### src/rtl/axi_slice_pkg.sv
// Shared types and field widths for the AXI4 register slice.
package axi_slice_pkg;

   typedef enum logic [1:0] {
      BYPASS = 2'd0,
      FWD    = 2'd1,
      FULL   = 2'd2
   } slice_mode_e;

   typedef enum logic [1:0] {
      S_EMPTY = 2'd0,
      S_ONE   = 2'd1,
      S_TWO   = 2'd2
   } skid_state_e;

   localparam int LEN_W   = 8;
   localparam int SIZE_W  = 3;
   localparam int BURST_W = 2;
   localparam int LOCK_W  = 1;
   localparam int CACHE_W = 4;
   localparam int PROT_W  = 3;
   localparam int QOS_W   = 4;
   localparam int RESP_W  = 2;

   localparam int CH_AW = 0;
   localparam int CH_W  = 1;
   localparam int CH_B  = 2;
   localparam int CH_AR = 3;
   localparam int CH_R  = 4;

   // Width of the packed AW/AR payload bus.
   function automatic int ax_width(input int addr_w, input int id_w, input int user_w);
      return addr_w + id_w + LEN_W + SIZE_W + BURST_W + LOCK_W + CACHE_W + PROT_W + QOS_W + user_w;
   endfunction

endpackage

### src/rtl/axi_reg_slice_if.sv
// AXI4 bus bundle. "master" drives AW/W/AR and the B/R ready; "slave" is the mirror.
interface axi_reg_slice_if
   import axi_slice_pkg::*;
#(
   parameter int ADDR_W = 40,
   parameter int DATA_W = 128,
   parameter int ID_W   = 16,
   parameter int USER_W = 16
);
   localparam int STRB_W = DATA_W / 8;

   logic [ADDR_W-1:0]  awaddr;
   logic [ID_W-1:0]    awid;
   logic [LEN_W-1:0]   awlen;
   logic [SIZE_W-1:0]  awsize;
   logic [BURST_W-1:0] awburst;
   logic [LOCK_W-1:0]  awlock;
   logic [CACHE_W-1:0] awcache;
   logic [PROT_W-1:0]  awprot;
   logic [QOS_W-1:0]   awqos;
   logic [USER_W-1:0]  awuser;
   logic               awvalid;
   logic               awready;

   logic [DATA_W-1:0]  wdata;
   logic [STRB_W-1:0]  wstrb;
   logic [ID_W-1:0]    wid;
   logic               wlast;
   logic               wvalid;
   logic               wready;

   logic [RESP_W-1:0]  bresp;
   logic [ID_W-1:0]    bid;
   logic               bvalid;
   logic               bready;

   logic [ADDR_W-1:0]  araddr;
   logic [ID_W-1:0]    arid;
   logic [LEN_W-1:0]   arlen;
   logic [SIZE_W-1:0]  arsize;
   logic [BURST_W-1:0] arburst;
   logic [LOCK_W-1:0]  arlock;
   logic [CACHE_W-1:0] arcache;
   logic [PROT_W-1:0]  arprot;
   logic [QOS_W-1:0]   arqos;
   logic [USER_W-1:0]  aruser;
   logic               arvalid;
   logic               arready;

   logic [DATA_W-1:0]  rdata;
   logic [RESP_W-1:0]  rresp;
   logic [ID_W-1:0]    rid;
   logic               rlast;
   logic               rvalid;
   logic               rready;

   modport master (
      output awaddr, awid, awlen, awsize, awburst, awlock, awcache, awprot, awqos, awuser, awvalid,
      input  awready,
      output wdata, wstrb, wid, wlast, wvalid,
      input  wready,
      input  bresp, bid, bvalid,
      output bready,
      output araddr, arid, arlen, arsize, arburst, arlock, arcache, arprot, arqos, aruser, arvalid,
      input  arready,
      input  rdata, rresp, rid, rlast, rvalid,
      output rready
   );

   modport slave (
      input  awaddr, awid, awlen, awsize, awburst, awlock, awcache, awprot, awqos, awuser, awvalid,
      output awready,
      input  wdata, wstrb, wid, wlast, wvalid,
      output wready,
      output bresp, bid, bvalid,
      input  bready,
      input  araddr, arid, arlen, arsize, arburst, arlock, arcache, arprot, arqos, aruser, arvalid,
      output arready,
      output rdata, rresp, rid, rlast, rvalid,
      input  rready
   );

endinterface

### src/rtl/axi_skid_slice.sv
// Generic single-channel valid/ready slice: BYPASS, FWD (forward-registered) or FULL (2-entry skid).
// Optional stall counter when AXI_SLICE_STALL_CNT_EN is defined.
//
// FULL-mode states:
//   state   | meaning
//   S_EMPTY | no beat held, src_ready = 1 (after reset release)
//   S_ONE   | main entry holds a beat, src_ready = 1
//   S_TWO   | main and skid entries full, src_ready = 0
module axi_skid_slice
   import axi_slice_pkg::*;
#(
   parameter int          W     = 8,
   parameter slice_mode_e MODE  = FULL,
   parameter int          CNT_W = 32
)(
   input  logic         clk,
   input  logic         rst,
   input  logic         src_valid,
   output logic         src_ready,
   input  logic [W-1:0] src_data,
   output logic         dst_valid,
   input  logic         dst_ready,
   output logic [W-1:0] dst_data
`ifdef AXI_SLICE_STALL_CNT_EN
   ,
   output logic [CNT_W-1:0] stall_cnt
`endif
);

   generate
      if (MODE == BYPASS) begin : g_bypass
         logic unused_clk_rst;
         assign unused_clk_rst = clk ^ rst;
         assign dst_valid = src_valid;
         assign dst_data  = src_data;
         assign src_ready = dst_ready;
      end else if (MODE == FWD) begin : g_fwd
         logic         vld_q;
         logic [W-1:0] pay_q;

         assign src_ready = !vld_q || dst_ready;
         assign dst_valid = vld_q;
         assign dst_data  = pay_q;

         // Single holding register; refills in the same cycle it drains.
         always_ff @(posedge clk) begin
            if (rst) begin
               vld_q <= 1'b0;
               pay_q <= '0;
            end else if (src_valid && src_ready) begin
               vld_q <= 1'b1;
               pay_q <= src_data;
            end else if (vld_q && dst_ready) begin
               vld_q <= 1'b0;
            end
         end
      end else begin : g_full
         skid_state_e  st_q;
         logic         vld_q;
         logic         rdy_q;
         logic [W-1:0] main_q;
         logic [W-1:0] skid_q;
         logic         acc;

         assign acc       = src_valid && rdy_q;
         assign src_ready = rdy_q;
         assign dst_valid = vld_q;
         assign dst_data  = main_q;

         // Skid FSM: every output comes straight from a flop.
         always_ff @(posedge clk) begin
            if (rst) begin
               st_q   <= S_EMPTY;
               vld_q  <= 1'b0;
               rdy_q  <= 1'b0;
               main_q <= '0;
               skid_q <= '0;
            end else begin
               case (st_q)
                  S_EMPTY: begin
                     rdy_q <= 1'b1;
                     if (acc) begin
                        main_q <= src_data;
                        vld_q  <= 1'b1;
                        st_q   <= S_ONE;
                     end
                  end
                  S_ONE: begin
                     if (acc && !dst_ready) begin
                        skid_q <= src_data;
                        rdy_q  <= 1'b0;
                        st_q   <= S_TWO;
                     end else if (acc) begin
                        main_q <= src_data;
                     end else if (dst_ready) begin
                        vld_q <= 1'b0;
                        st_q  <= S_EMPTY;
                     end
                  end
                  S_TWO: begin
                     if (dst_ready) begin
                        main_q <= skid_q;
                        rdy_q  <= 1'b1;
                        st_q   <= S_ONE;
                     end
                  end
                  default: begin
                     st_q  <= S_EMPTY;
                     vld_q <= 1'b0;
                     rdy_q <= 1'b0;
                  end
               endcase
            end
         end
      end
   endgenerate

`ifdef AXI_SLICE_STALL_CNT_EN
   logic [CNT_W-1:0] cnt_q;

   // Saturating count of cycles where the downstream holds off a valid beat.
   always_ff @(posedge clk) begin
      if (rst) begin
         cnt_q <= '0;
      end else if (dst_valid && !dst_ready && (cnt_q != {CNT_W{1'b1}})) begin
         cnt_q <= cnt_q + {{(CNT_W-1){1'b0}}, 1'b1};
      end
   end

   assign stall_cnt = cnt_q;
`endif

endmodule

### src/rtl/axi_reg_slice.sv
// AXI4 register slice: five independent channel slices between upstream s_axi and downstream m_axi.
// Optional per-channel stall counters when AXI_SLICE_STALL_CNT_EN is defined.
module axi_reg_slice
   import axi_slice_pkg::*;
#(
   parameter int          ADDR_W  = 40,
   parameter int          DATA_W  = 128,
   parameter int          ID_W    = 16,
   parameter int          USER_W  = 16,
   parameter slice_mode_e AW_MODE = FULL,
   parameter slice_mode_e W_MODE  = FULL,
   parameter slice_mode_e B_MODE  = FWD,
   parameter slice_mode_e AR_MODE = FULL,
   parameter slice_mode_e R_MODE  = FULL,
   parameter int          CNT_W   = 32
)(
   input  logic                  s_axi_aclk,
   input  logic                  s_axi_areset,
   axi_reg_slice_if.slave        s_axi,
   axi_reg_slice_if.master       m_axi
`ifdef AXI_SLICE_STALL_CNT_EN
   ,
   output logic [5*CNT_W-1:0]    stall_cnt
`endif
);

   localparam int STRB_W = DATA_W / 8;
   localparam int AX_W   = ax_width(ADDR_W, ID_W, USER_W);
   localparam int W_W    = DATA_W + STRB_W + ID_W + 1;
   localparam int B_W    = RESP_W + ID_W;
   localparam int R_W    = DATA_W + RESP_W + ID_W + 1;

   logic [AX_W-1:0] aw_src, aw_dst, ar_src, ar_dst;
   logic [W_W-1:0]  w_src, w_dst;
   logic [B_W-1:0]  b_src, b_dst;
   logic [R_W-1:0]  r_src, r_dst;

   assign aw_src = {s_axi.awaddr, s_axi.awid, s_axi.awlen, s_axi.awsize, s_axi.awburst,
                    s_axi.awlock, s_axi.awcache, s_axi.awprot, s_axi.awqos, s_axi.awuser};
   assign {m_axi.awaddr, m_axi.awid, m_axi.awlen, m_axi.awsize, m_axi.awburst,
           m_axi.awlock, m_axi.awcache, m_axi.awprot, m_axi.awqos, m_axi.awuser} = aw_dst;

   assign w_src = {s_axi.wdata, s_axi.wstrb, s_axi.wid, s_axi.wlast};
   assign {m_axi.wdata, m_axi.wstrb, m_axi.wid, m_axi.wlast} = w_dst;

   assign b_src = {m_axi.bresp, m_axi.bid};
   assign {s_axi.bresp, s_axi.bid} = b_dst;

   assign ar_src = {s_axi.araddr, s_axi.arid, s_axi.arlen, s_axi.arsize, s_axi.arburst,
                    s_axi.arlock, s_axi.arcache, s_axi.arprot, s_axi.arqos, s_axi.aruser};
   assign {m_axi.araddr, m_axi.arid, m_axi.arlen, m_axi.arsize, m_axi.arburst,
           m_axi.arlock, m_axi.arcache, m_axi.arprot, m_axi.arqos, m_axi.aruser} = ar_dst;

   assign r_src = {m_axi.rdata, m_axi.rresp, m_axi.rid, m_axi.rlast};
   assign {s_axi.rdata, s_axi.rresp, s_axi.rid, s_axi.rlast} = r_dst;

`ifdef AXI_SLICE_STALL_CNT_EN
   `define AXI_SLICE_CNT_PARAM , .CNT_W(CNT_W)
`else
   `define AXI_SLICE_CNT_PARAM
`endif

   axi_skid_slice #(.W(AX_W), .MODE(AW_MODE) `AXI_SLICE_CNT_PARAM) u_aw (
      .clk(s_axi_aclk), .rst(s_axi_areset),
      .src_valid(s_axi.awvalid), .src_ready(s_axi.awready), .src_data(aw_src),
      .dst_valid(m_axi.awvalid), .dst_ready(m_axi.awready), .dst_data(aw_dst)
`ifdef AXI_SLICE_STALL_CNT_EN
      , .stall_cnt(stall_cnt[CH_AW*CNT_W +: CNT_W])
`endif
   );

   axi_skid_slice #(.W(W_W), .MODE(W_MODE) `AXI_SLICE_CNT_PARAM) u_w (
      .clk(s_axi_aclk), .rst(s_axi_areset),
      .src_valid(s_axi.wvalid), .src_ready(s_axi.wready), .src_data(w_src),
      .dst_valid(m_axi.wvalid), .dst_ready(m_axi.wready), .dst_data(w_dst)
`ifdef AXI_SLICE_STALL_CNT_EN
      , .stall_cnt(stall_cnt[CH_W*CNT_W +: CNT_W])
`endif
   );

   axi_skid_slice #(.W(B_W), .MODE(B_MODE) `AXI_SLICE_CNT_PARAM) u_b (
      .clk(s_axi_aclk), .rst(s_axi_areset),
      .src_valid(m_axi.bvalid), .src_ready(m_axi.bready), .src_data(b_src),
      .dst_valid(s_axi.bvalid), .dst_ready(s_axi.bready), .dst_data(b_dst)
`ifdef AXI_SLICE_STALL_CNT_EN
      , .stall_cnt(stall_cnt[CH_B*CNT_W +: CNT_W])
`endif
   );

   axi_skid_slice #(.W(AX_W), .MODE(AR_MODE) `AXI_SLICE_CNT_PARAM) u_ar (
      .clk(s_axi_aclk), .rst(s_axi_areset),
      .src_valid(s_axi.arvalid), .src_ready(s_axi.arready), .src_data(ar_src),
      .dst_valid(m_axi.arvalid), .dst_ready(m_axi.arready), .dst_data(ar_dst)
`ifdef AXI_SLICE_STALL_CNT_EN
      , .stall_cnt(stall_cnt[CH_AR*CNT_W +: CNT_W])
`endif
   );

   axi_skid_slice #(.W(R_W), .MODE(R_MODE) `AXI_SLICE_CNT_PARAM) u_r (
      .clk(s_axi_aclk), .rst(s_axi_areset),
      .src_valid(m_axi.rvalid), .src_ready(m_axi.rready), .src_data(r_src),
      .dst_valid(s_axi.rvalid), .dst_ready(s_axi.rready), .dst_data(r_dst)
`ifdef AXI_SLICE_STALL_CNT_EN
      , .stall_cnt(stall_cnt[CH_R*CNT_W +: CNT_W])
`endif
   );

`undef AXI_SLICE_CNT_PARAM

endmodule

### src/flat_wrapper.sv
// flat-port wrapper written by rule: the top's interface ports become plain ports
module axi_reg_slice_flat import axi_slice_pkg::*;
#(
   parameter int          ADDR_W  = 40,
   parameter int          DATA_W  = 128,
   parameter int          ID_W    = 16,
   parameter int          USER_W  = 16,
   parameter slice_mode_e AW_MODE = FULL,
   parameter slice_mode_e W_MODE  = FULL,
   parameter slice_mode_e B_MODE  = FWD,
   parameter slice_mode_e AR_MODE = FULL,
   parameter slice_mode_e R_MODE  = FULL,
   parameter int          CNT_W   = 32
)
  (s_axi_aclk, s_axi_areset, s_axi_awaddr, s_axi_awid, s_axi_awlen, s_axi_awsize, s_axi_awburst, s_axi_awlock, s_axi_awcache, s_axi_awprot, s_axi_awqos, s_axi_awuser, s_axi_awvalid, s_axi_awready, s_axi_wdata, s_axi_wstrb, s_axi_wid, s_axi_wlast, s_axi_wvalid, s_axi_wready, s_axi_bresp, s_axi_bid, s_axi_bvalid, s_axi_bready, s_axi_araddr, s_axi_arid, s_axi_arlen, s_axi_arsize, s_axi_arburst, s_axi_arlock, s_axi_arcache, s_axi_arprot, s_axi_arqos, s_axi_aruser, s_axi_arvalid, s_axi_arready, s_axi_rdata, s_axi_rresp, s_axi_rid, s_axi_rlast, s_axi_rvalid, s_axi_rready, m_axi_awaddr, m_axi_awid, m_axi_awlen, m_axi_awsize, m_axi_awburst, m_axi_awlock, m_axi_awcache, m_axi_awprot, m_axi_awqos, m_axi_awuser, m_axi_awvalid, m_axi_awready, m_axi_wdata, m_axi_wstrb, m_axi_wid, m_axi_wlast, m_axi_wvalid, m_axi_wready, m_axi_bresp, m_axi_bid, m_axi_bvalid, m_axi_bready, m_axi_araddr, m_axi_arid, m_axi_arlen, m_axi_arsize, m_axi_arburst, m_axi_arlock, m_axi_arcache, m_axi_arprot, m_axi_arqos, m_axi_aruser, m_axi_arvalid, m_axi_arready, m_axi_rdata, m_axi_rresp, m_axi_rid, m_axi_rlast, m_axi_rvalid, m_axi_rready);
  axi_reg_slice_if #(.ADDR_W(ADDR_W), .DATA_W(DATA_W), .ID_W(ID_W), .USER_W(USER_W)) s_axi_i ();
  axi_reg_slice_if #(.ADDR_W(ADDR_W), .DATA_W(DATA_W), .ID_W(ID_W), .USER_W(USER_W)) m_axi_i ();
  input  logic s_axi_aclk;
  input  logic s_axi_areset;
  input wire logic [$bits(s_axi_i.awaddr)-1:0] s_axi_awaddr;
  input wire logic [$bits(s_axi_i.awid)-1:0] s_axi_awid;
  input wire logic [$bits(s_axi_i.awlen)-1:0] s_axi_awlen;
  input wire logic [$bits(s_axi_i.awsize)-1:0] s_axi_awsize;
  input wire logic [$bits(s_axi_i.awburst)-1:0] s_axi_awburst;
  input wire logic [$bits(s_axi_i.awlock)-1:0] s_axi_awlock;
  input wire logic [$bits(s_axi_i.awcache)-1:0] s_axi_awcache;
  input wire logic [$bits(s_axi_i.awprot)-1:0] s_axi_awprot;
  input wire logic [$bits(s_axi_i.awqos)-1:0] s_axi_awqos;
  input wire logic [$bits(s_axi_i.awuser)-1:0] s_axi_awuser;
  input wire logic [$bits(s_axi_i.awvalid)-1:0] s_axi_awvalid;
  output wire logic [$bits(s_axi_i.awready)-1:0] s_axi_awready;
  input wire logic [$bits(s_axi_i.wdata)-1:0] s_axi_wdata;
  input wire logic [$bits(s_axi_i.wstrb)-1:0] s_axi_wstrb;
  input wire logic [$bits(s_axi_i.wid)-1:0] s_axi_wid;
  input wire logic [$bits(s_axi_i.wlast)-1:0] s_axi_wlast;
  input wire logic [$bits(s_axi_i.wvalid)-1:0] s_axi_wvalid;
  output wire logic [$bits(s_axi_i.wready)-1:0] s_axi_wready;
  output wire logic [$bits(s_axi_i.bresp)-1:0] s_axi_bresp;
  output wire logic [$bits(s_axi_i.bid)-1:0] s_axi_bid;
  output wire logic [$bits(s_axi_i.bvalid)-1:0] s_axi_bvalid;
  input wire logic [$bits(s_axi_i.bready)-1:0] s_axi_bready;
  input wire logic [$bits(s_axi_i.araddr)-1:0] s_axi_araddr;
  input wire logic [$bits(s_axi_i.arid)-1:0] s_axi_arid;
  input wire logic [$bits(s_axi_i.arlen)-1:0] s_axi_arlen;
  input wire logic [$bits(s_axi_i.arsize)-1:0] s_axi_arsize;
  input wire logic [$bits(s_axi_i.arburst)-1:0] s_axi_arburst;
  input wire logic [$bits(s_axi_i.arlock)-1:0] s_axi_arlock;
  input wire logic [$bits(s_axi_i.arcache)-1:0] s_axi_arcache;
  input wire logic [$bits(s_axi_i.arprot)-1:0] s_axi_arprot;
  input wire logic [$bits(s_axi_i.arqos)-1:0] s_axi_arqos;
  input wire logic [$bits(s_axi_i.aruser)-1:0] s_axi_aruser;
  input wire logic [$bits(s_axi_i.arvalid)-1:0] s_axi_arvalid;
  output wire logic [$bits(s_axi_i.arready)-1:0] s_axi_arready;
  output wire logic [$bits(s_axi_i.rdata)-1:0] s_axi_rdata;
  output wire logic [$bits(s_axi_i.rresp)-1:0] s_axi_rresp;
  output wire logic [$bits(s_axi_i.rid)-1:0] s_axi_rid;
  output wire logic [$bits(s_axi_i.rlast)-1:0] s_axi_rlast;
  output wire logic [$bits(s_axi_i.rvalid)-1:0] s_axi_rvalid;
  input wire logic [$bits(s_axi_i.rready)-1:0] s_axi_rready;
  output wire logic [$bits(m_axi_i.awaddr)-1:0] m_axi_awaddr;
  output wire logic [$bits(m_axi_i.awid)-1:0] m_axi_awid;
  output wire logic [$bits(m_axi_i.awlen)-1:0] m_axi_awlen;
  output wire logic [$bits(m_axi_i.awsize)-1:0] m_axi_awsize;
  output wire logic [$bits(m_axi_i.awburst)-1:0] m_axi_awburst;
  output wire logic [$bits(m_axi_i.awlock)-1:0] m_axi_awlock;
  output wire logic [$bits(m_axi_i.awcache)-1:0] m_axi_awcache;
  output wire logic [$bits(m_axi_i.awprot)-1:0] m_axi_awprot;
  output wire logic [$bits(m_axi_i.awqos)-1:0] m_axi_awqos;
  output wire logic [$bits(m_axi_i.awuser)-1:0] m_axi_awuser;
  output wire logic [$bits(m_axi_i.awvalid)-1:0] m_axi_awvalid;
  input wire logic [$bits(m_axi_i.awready)-1:0] m_axi_awready;
  output wire logic [$bits(m_axi_i.wdata)-1:0] m_axi_wdata;
  output wire logic [$bits(m_axi_i.wstrb)-1:0] m_axi_wstrb;
  output wire logic [$bits(m_axi_i.wid)-1:0] m_axi_wid;
  output wire logic [$bits(m_axi_i.wlast)-1:0] m_axi_wlast;
  output wire logic [$bits(m_axi_i.wvalid)-1:0] m_axi_wvalid;
  input wire logic [$bits(m_axi_i.wready)-1:0] m_axi_wready;
  input wire logic [$bits(m_axi_i.bresp)-1:0] m_axi_bresp;
  input wire logic [$bits(m_axi_i.bid)-1:0] m_axi_bid;
  input wire logic [$bits(m_axi_i.bvalid)-1:0] m_axi_bvalid;
  output wire logic [$bits(m_axi_i.bready)-1:0] m_axi_bready;
  output wire logic [$bits(m_axi_i.araddr)-1:0] m_axi_araddr;
  output wire logic [$bits(m_axi_i.arid)-1:0] m_axi_arid;
  output wire logic [$bits(m_axi_i.arlen)-1:0] m_axi_arlen;
  output wire logic [$bits(m_axi_i.arsize)-1:0] m_axi_arsize;
  output wire logic [$bits(m_axi_i.arburst)-1:0] m_axi_arburst;
  output wire logic [$bits(m_axi_i.arlock)-1:0] m_axi_arlock;
  output wire logic [$bits(m_axi_i.arcache)-1:0] m_axi_arcache;
  output wire logic [$bits(m_axi_i.arprot)-1:0] m_axi_arprot;
  output wire logic [$bits(m_axi_i.arqos)-1:0] m_axi_arqos;
  output wire logic [$bits(m_axi_i.aruser)-1:0] m_axi_aruser;
  output wire logic [$bits(m_axi_i.arvalid)-1:0] m_axi_arvalid;
  input wire logic [$bits(m_axi_i.arready)-1:0] m_axi_arready;
  input wire logic [$bits(m_axi_i.rdata)-1:0] m_axi_rdata;
  input wire logic [$bits(m_axi_i.rresp)-1:0] m_axi_rresp;
  input wire logic [$bits(m_axi_i.rid)-1:0] m_axi_rid;
  input wire logic [$bits(m_axi_i.rlast)-1:0] m_axi_rlast;
  input wire logic [$bits(m_axi_i.rvalid)-1:0] m_axi_rvalid;
  output wire logic [$bits(m_axi_i.rready)-1:0] m_axi_rready;
  assign s_axi_i.awaddr = s_axi_awaddr;
  assign s_axi_i.awid = s_axi_awid;
  assign s_axi_i.awlen = s_axi_awlen;
  assign s_axi_i.awsize = s_axi_awsize;
  assign s_axi_i.awburst = s_axi_awburst;
  assign s_axi_i.awlock = s_axi_awlock;
  assign s_axi_i.awcache = s_axi_awcache;
  assign s_axi_i.awprot = s_axi_awprot;
  assign s_axi_i.awqos = s_axi_awqos;
  assign s_axi_i.awuser = s_axi_awuser;
  assign s_axi_i.awvalid = s_axi_awvalid;
  assign s_axi_awready = s_axi_i.awready;
  assign s_axi_i.wdata = s_axi_wdata;
  assign s_axi_i.wstrb = s_axi_wstrb;
  assign s_axi_i.wid = s_axi_wid;
  assign s_axi_i.wlast = s_axi_wlast;
  assign s_axi_i.wvalid = s_axi_wvalid;
  assign s_axi_wready = s_axi_i.wready;
  assign s_axi_bresp = s_axi_i.bresp;
  assign s_axi_bid = s_axi_i.bid;
  assign s_axi_bvalid = s_axi_i.bvalid;
  assign s_axi_i.bready = s_axi_bready;
  assign s_axi_i.araddr = s_axi_araddr;
  assign s_axi_i.arid = s_axi_arid;
  assign s_axi_i.arlen = s_axi_arlen;
  assign s_axi_i.arsize = s_axi_arsize;
  assign s_axi_i.arburst = s_axi_arburst;
  assign s_axi_i.arlock = s_axi_arlock;
  assign s_axi_i.arcache = s_axi_arcache;
  assign s_axi_i.arprot = s_axi_arprot;
  assign s_axi_i.arqos = s_axi_arqos;
  assign s_axi_i.aruser = s_axi_aruser;
  assign s_axi_i.arvalid = s_axi_arvalid;
  assign s_axi_arready = s_axi_i.arready;
  assign s_axi_rdata = s_axi_i.rdata;
  assign s_axi_rresp = s_axi_i.rresp;
  assign s_axi_rid = s_axi_i.rid;
  assign s_axi_rlast = s_axi_i.rlast;
  assign s_axi_rvalid = s_axi_i.rvalid;
  assign s_axi_i.rready = s_axi_rready;
  assign m_axi_awaddr = m_axi_i.awaddr;
  assign m_axi_awid = m_axi_i.awid;
  assign m_axi_awlen = m_axi_i.awlen;
  assign m_axi_awsize = m_axi_i.awsize;
  assign m_axi_awburst = m_axi_i.awburst;
  assign m_axi_awlock = m_axi_i.awlock;
  assign m_axi_awcache = m_axi_i.awcache;
  assign m_axi_awprot = m_axi_i.awprot;
  assign m_axi_awqos = m_axi_i.awqos;
  assign m_axi_awuser = m_axi_i.awuser;
  assign m_axi_awvalid = m_axi_i.awvalid;
  assign m_axi_i.awready = m_axi_awready;
  assign m_axi_wdata = m_axi_i.wdata;
  assign m_axi_wstrb = m_axi_i.wstrb;
  assign m_axi_wid = m_axi_i.wid;
  assign m_axi_wlast = m_axi_i.wlast;
  assign m_axi_wvalid = m_axi_i.wvalid;
  assign m_axi_i.wready = m_axi_wready;
  assign m_axi_i.bresp = m_axi_bresp;
  assign m_axi_i.bid = m_axi_bid;
  assign m_axi_i.bvalid = m_axi_bvalid;
  assign m_axi_bready = m_axi_i.bready;
  assign m_axi_araddr = m_axi_i.araddr;
  assign m_axi_arid = m_axi_i.arid;
  assign m_axi_arlen = m_axi_i.arlen;
  assign m_axi_arsize = m_axi_i.arsize;
  assign m_axi_arburst = m_axi_i.arburst;
  assign m_axi_arlock = m_axi_i.arlock;
  assign m_axi_arcache = m_axi_i.arcache;
  assign m_axi_arprot = m_axi_i.arprot;
  assign m_axi_arqos = m_axi_i.arqos;
  assign m_axi_aruser = m_axi_i.aruser;
  assign m_axi_arvalid = m_axi_i.arvalid;
  assign m_axi_i.arready = m_axi_arready;
  assign m_axi_i.rdata = m_axi_rdata;
  assign m_axi_i.rresp = m_axi_rresp;
  assign m_axi_i.rid = m_axi_rid;
  assign m_axi_i.rlast = m_axi_rlast;
  assign m_axi_i.rvalid = m_axi_rvalid;
  assign m_axi_rready = m_axi_i.rready;
  axi_reg_slice #(.ADDR_W(ADDR_W), .DATA_W(DATA_W), .ID_W(ID_W), .USER_W(USER_W), .AW_MODE(AW_MODE), .W_MODE(W_MODE), .B_MODE(B_MODE), .AR_MODE(AR_MODE), .R_MODE(R_MODE), .CNT_W(CNT_W)) u_core (.s_axi_aclk(s_axi_aclk), .s_axi_areset(s_axi_areset), .s_axi(s_axi_i), .m_axi(m_axi_i));
endmodule
### config.mk
export PLATFORM = sky130hd
export DESIGN_NAME = axi_reg_slice_flat
export DESIGN_NICKNAME = d
export VERILOG_FILES = /design/src/rtl/axi_slice_pkg.sv /design/src/rtl/axi_reg_slice_if.sv /design/src/rtl/axi_skid_slice.sv /design/src/rtl/axi_reg_slice.sv /design/src/flat_wrapper.sv
export SDC_FILE = /design/constraint.sdc
export NUM_CORES = 2
export LEC_CHECK = 0
export ABC_CLOCK_PERIOD_IN_PS = 1800
export BUFFER_PORTS_ARGS = -buffer_cell sky130_fd_sc_hd__buf_4
export CAP_MARGIN = 20
export CORE_AREA = 2 2 411 413
export CTS_CLUSTER_DIAMETER = 150
export DETAILED_ROUTE_END_ITERATION = 16
export DIE_AREA = 0 0 413 415
export GPL_TIMING_DRIVEN = 0
export HOLD_SLACK_MARGIN = 0.06
export MAX_ROUTING_LAYER = met4
export PLACE_DENSITY_LB_ADDON = 0.15
export SYNTH_ARGS = -nofsm -noshare
export SYNTH_HDL_FRONTEND = slang
export SYNTH_HIERARCHICAL = 1
export SYNTH_SLANG_ARGS = --single-unit
### constraint.sdc
create_clock -name s_axi_aclk -period 1.8 [get_ports s_axi_aclk]
set_clock_uncertainty 0.05 [all_clocks]
set_input_delay 0.54 -clock s_axi_aclk [delete_from_list [all_inputs] [get_ports s_axi_aclk]]
set_output_delay 0.54 -clock s_axi_aclk [all_outputs]
set_load 0.02 [all_outputs]
==> key figures <==
Routing
  – Vias per cell: roughly 4.5
  – DRC: 0
  – WL final: 181,000 um
  – Highest metal used: met4
  – Number of DRC markers in iteration 0: 1,937
  – Met3 WL: 14,200 um
  – Number of detailed-route iterations in the first pass: 5
  – Via count: 40,000
  – Metal-1 WL: 71,700 um
  – Antenna Nets Post-Route: 0
  – WL/cell: 20.3 um
  – Wire length on met2: about 90,000 um

Synthesis
  – Area share of the largest cell type after synthesis: between 50 and 60%
  – Dominant cells by area after synthesis: dfxtp_1, mux2i_1, nand2_1
  – Post-Synth Adder-Cell Area: 0%
  – Netlist cell types: 29
  – Syn Inst Count: between 4,000 and 5,000
  – Post-synthesis mux area share: 12.4%
  – Post-synthesis simple-gate area fraction: 14.8%
  – Synth Area per Inst: 8.88 um^2
  – Synth Area in Compound Gates: 16.9%
  – Synth Cell Area: 40,900 um^2
  – Post-synth top area cell: dfxtp_1
  – Syn. warnings: 6
  – Top FF cell, synth: dfxtp_1
  – Post-Synth XOR/XNOR Area: 0%
  – Main combinational cell family by area after synthesis: compound AO/OA/AOI/OAI gates
  – Async SR Flop Fraction: 0%
  – Syn_nets: ~5,000
  – Post-synthesis sequential area ratio: 50.9%
  – Flops & latches, synth: 1,039
  – Number of flops mapped to enable cells by yosys: 0

Critical path
  – CP top delay family: flip-flops
  – Worst Setup End Kind: output port
  – Worst path cell trace: buf_6
  – RR Endpoint: u_core/u_w/g_full.skid_q[133]
  – Slowest CP cell: dfxtp_4
  – CP Launch Type: register
  – Crit path launch: u_core/u_w/dst_data[38]
  – Buf+Inv Stages, Crit Path: 1
  – Critical path depth: 1
  – Worst r2r src: u_core/u_w/g_full.st_q[1]
  – CP Data Required Time: 1.21 ns
  – Arrival time at the worst endpoint: 1.30 ns
  – Crit path capture: m_axi_wdata[5]
  – Setup slack, reg-to-reg: 0.01 ns
  – Critical Path Fanout Max: 2
  – WS Path Type: reg2out
  – R2R cell count: 8
  – Crit path largest cell delay: approximately 0.4 ns

Job
  – Max-Cap Viols: 0

Die
  – Die H: 415 um
  – Die Width: 413 um
  – Core Region: between 150,000 and 200,000 um^2
  – Rows: 150
  – # IOs: 1,062
  – Die area: 171,000 um^2
  – Initial core utilization: 24.5%

Layout
  – Non-Filler Instances: 8,928
  – Most common cell after layout, fill and taps aside: nand2_1
  – FF+latch area: 21,500 um^2
  – # fillers: 16,800
  – Area of the multi-input gates: 18,400 um^2
  – Area grow syn2layout: 64.8%
  – Layout cells sized above 1: about 36%
  – Nets@finish: 7,101
  – Most frequent cells in the layout: nand2_1, buf_4, buf_6, dlygate4sd3_1, a21oi_1

STA
  – Slew headroom: about 37%
  – Unrepaired setup endpoints after global routing: yes
  – Setup ws final: -0.0909 ns
  – Fmax: 529 MHz
  – Fin. Hold Viols: 0
  – Period utilisation layout: 105%
  – Fin. max-slew vios: 0
  – Post-route setup TNS: -2.83 ns
  – Final setup vio count: around 200
  – Slew @ Worst Pin: 0.949 ns
  – Minimum clock period: 1.89 ns

Placement
  – DP Wirelength: 136,000 um
  – Inst Count DP: 7,865
  – IO buf count: 1,059
  – Routability cong.: between 0.8 and 0.9
  – Pre-CTS setup slack: -1.24 ns

Clock tree
  – Clock latency on the worst-skew pair: 0.75 ns
  – CTS Sinks: around 1,000
  – CTS tree: built
  – TritonCTS Buffers: 121
  – Clock Path Buffers: 3
  – H-tree Lvls: 3
  – Root Buffer: clkbuf_16
  – Clock slew at reported path FFs: 0.06 ns

Pwr
  – Leakage: 29.5 nW
  – PwrDens: a little over 900 nW/um^2
  – VDD IR max: 0.830 mV

Status
  – Failing checks: setup timing
  – Status: finished, violations left

GRT
  – First-pass GRT wire length: 258,000 um
  – Gr usage total: roughly a fifth
  – GR Overflow Total: 0
  – Vias in the first global route: around 40,000
  – Initial antenna violation count: 59
  – Pin count of the biggest net entering global routing: 19

Worst hold path
  – Hold crit path type: in2reg
  – Hold Path Origin: s_axi_awvalid
==> power by group <==
| group | internal, mW | switching, mW | leakage [nW] | total (mW) |
|---|---|---|---|---|
| Sequential | 24.3 | 0.896 | 8.68 | 25.2 |
| Clock | 15.5 | 10.5 | 2.08 | 26.1 |
| Combinational | 5.49 | 5.54 | 18.8 | 11.0 |
| Total | 45.4 | 17.0 | 29.5 | 62.3 |
==> synth_stat cells (6+ instances only) <==
cell type,instances
dfxtp_1,1039
nand2_1,1024
a21oi_1,519
nor2_1,510
mux2i_1,506
a211oi_1,502
buf_2,169
clkbuf_1,161
buf_4,52
a21bo_1,18
a21oi_2,18
nand3_1,10
inv_1,9
nand3_2,8
o21ai_0,8
buf_1,6
buf_6,6
==> through the flow <==
step                      utilization [%]  instance area (um^2)  total power, mW  hold slack (ns)
after floorplan                         -                 40900             29.3            0.386
after global placement               30.9                 51600             33.6            0.390
after detailed placement             30.9                 51600             33.7            0.396
after CTS                            39.1                 65200             62.5           0.0612
after global routing                 40.4                 67300             64.9            0.187
final                                40.4                 67300             62.3            0.144
==> sequential cells by signal, indices dropped and copies added, names as in the netlist, 18 cells and up <==
signal / flops
u_core/u_w/g_full.skid_q: 161
u_core/u_ar/dst_data: 97
u_core/u_aw/dst_data: 97
u_core/u_w/dst_data: 161
u_core/u_ar/g_full.skid_q: 97
u_core/u_b/dst_data: 18
u_core/u_r/g_full.skid_q: 147
u_core/u_r/dst_data: 147
u_core/u_aw/g_full.skid_q: 97
==> final cells by class <==
type / instances / area share [%]
clock buffers: 197 / 5.58
clock inverters: 29 / 0.730
diodes: 52 / 0.193
inverters: 9 / 0.0502
multi-input cells: 3156 / 27.3
flip-flops and latches: 1039 / 32.0
repair buffers: 1848 / 25.8
plain buffers: 394 / 4.21
well taps: 2204 / 4.10
==> how the worst min path moves through the flow <==
stage	end	slack (ns)	depth (start not counted)
6_report	u_core/u_aw/src_ready	0.14	4
5_1_grt	u_core/u_aw/src_ready	0.19	4
4_1_cts	u_core/u_aw/src_ready	0.06	4
3_5_place_dp	u_core/u_aw/g_full.skid_q[64]	0.40	2
3_3_place_gp	u_core/u_ar/g_full.skid_q[14]	0.39	2
2_1_floorplan	u_core/u_ar/g_full.skid_q[0]	0.39	2
==> timing repair <==
action	in CTS	in global routing
endpoints found under the setup margin	1505	1421
gates resized for setup	1273	297
hold buffers	529	0
endpoints found under the hold margin	876	0
buffers inserted	118	134
cloned	2	7
pin swaps	4	10
==> logic make-up (layout without fill, tap and decap cells) <==
kind of cell,after synthesis,count (layout)
buffers and inverters,407,2477
AOI/OAI and AO/OA,1077,1077
and+or+nand+nor,1573,1573
other,0,52
muxes,506,506
DFF,1039,1039
==> metal layers <==
metal / vias to the layer above / GRT usage [%]
li1: 19900 / -
met1: 18800 / 22.7
met2: 1079 / 33.8
met3: 328 / 6.49
met4: 0 / 8.73
met5: - / -
(Power assumes the default switching activity.)
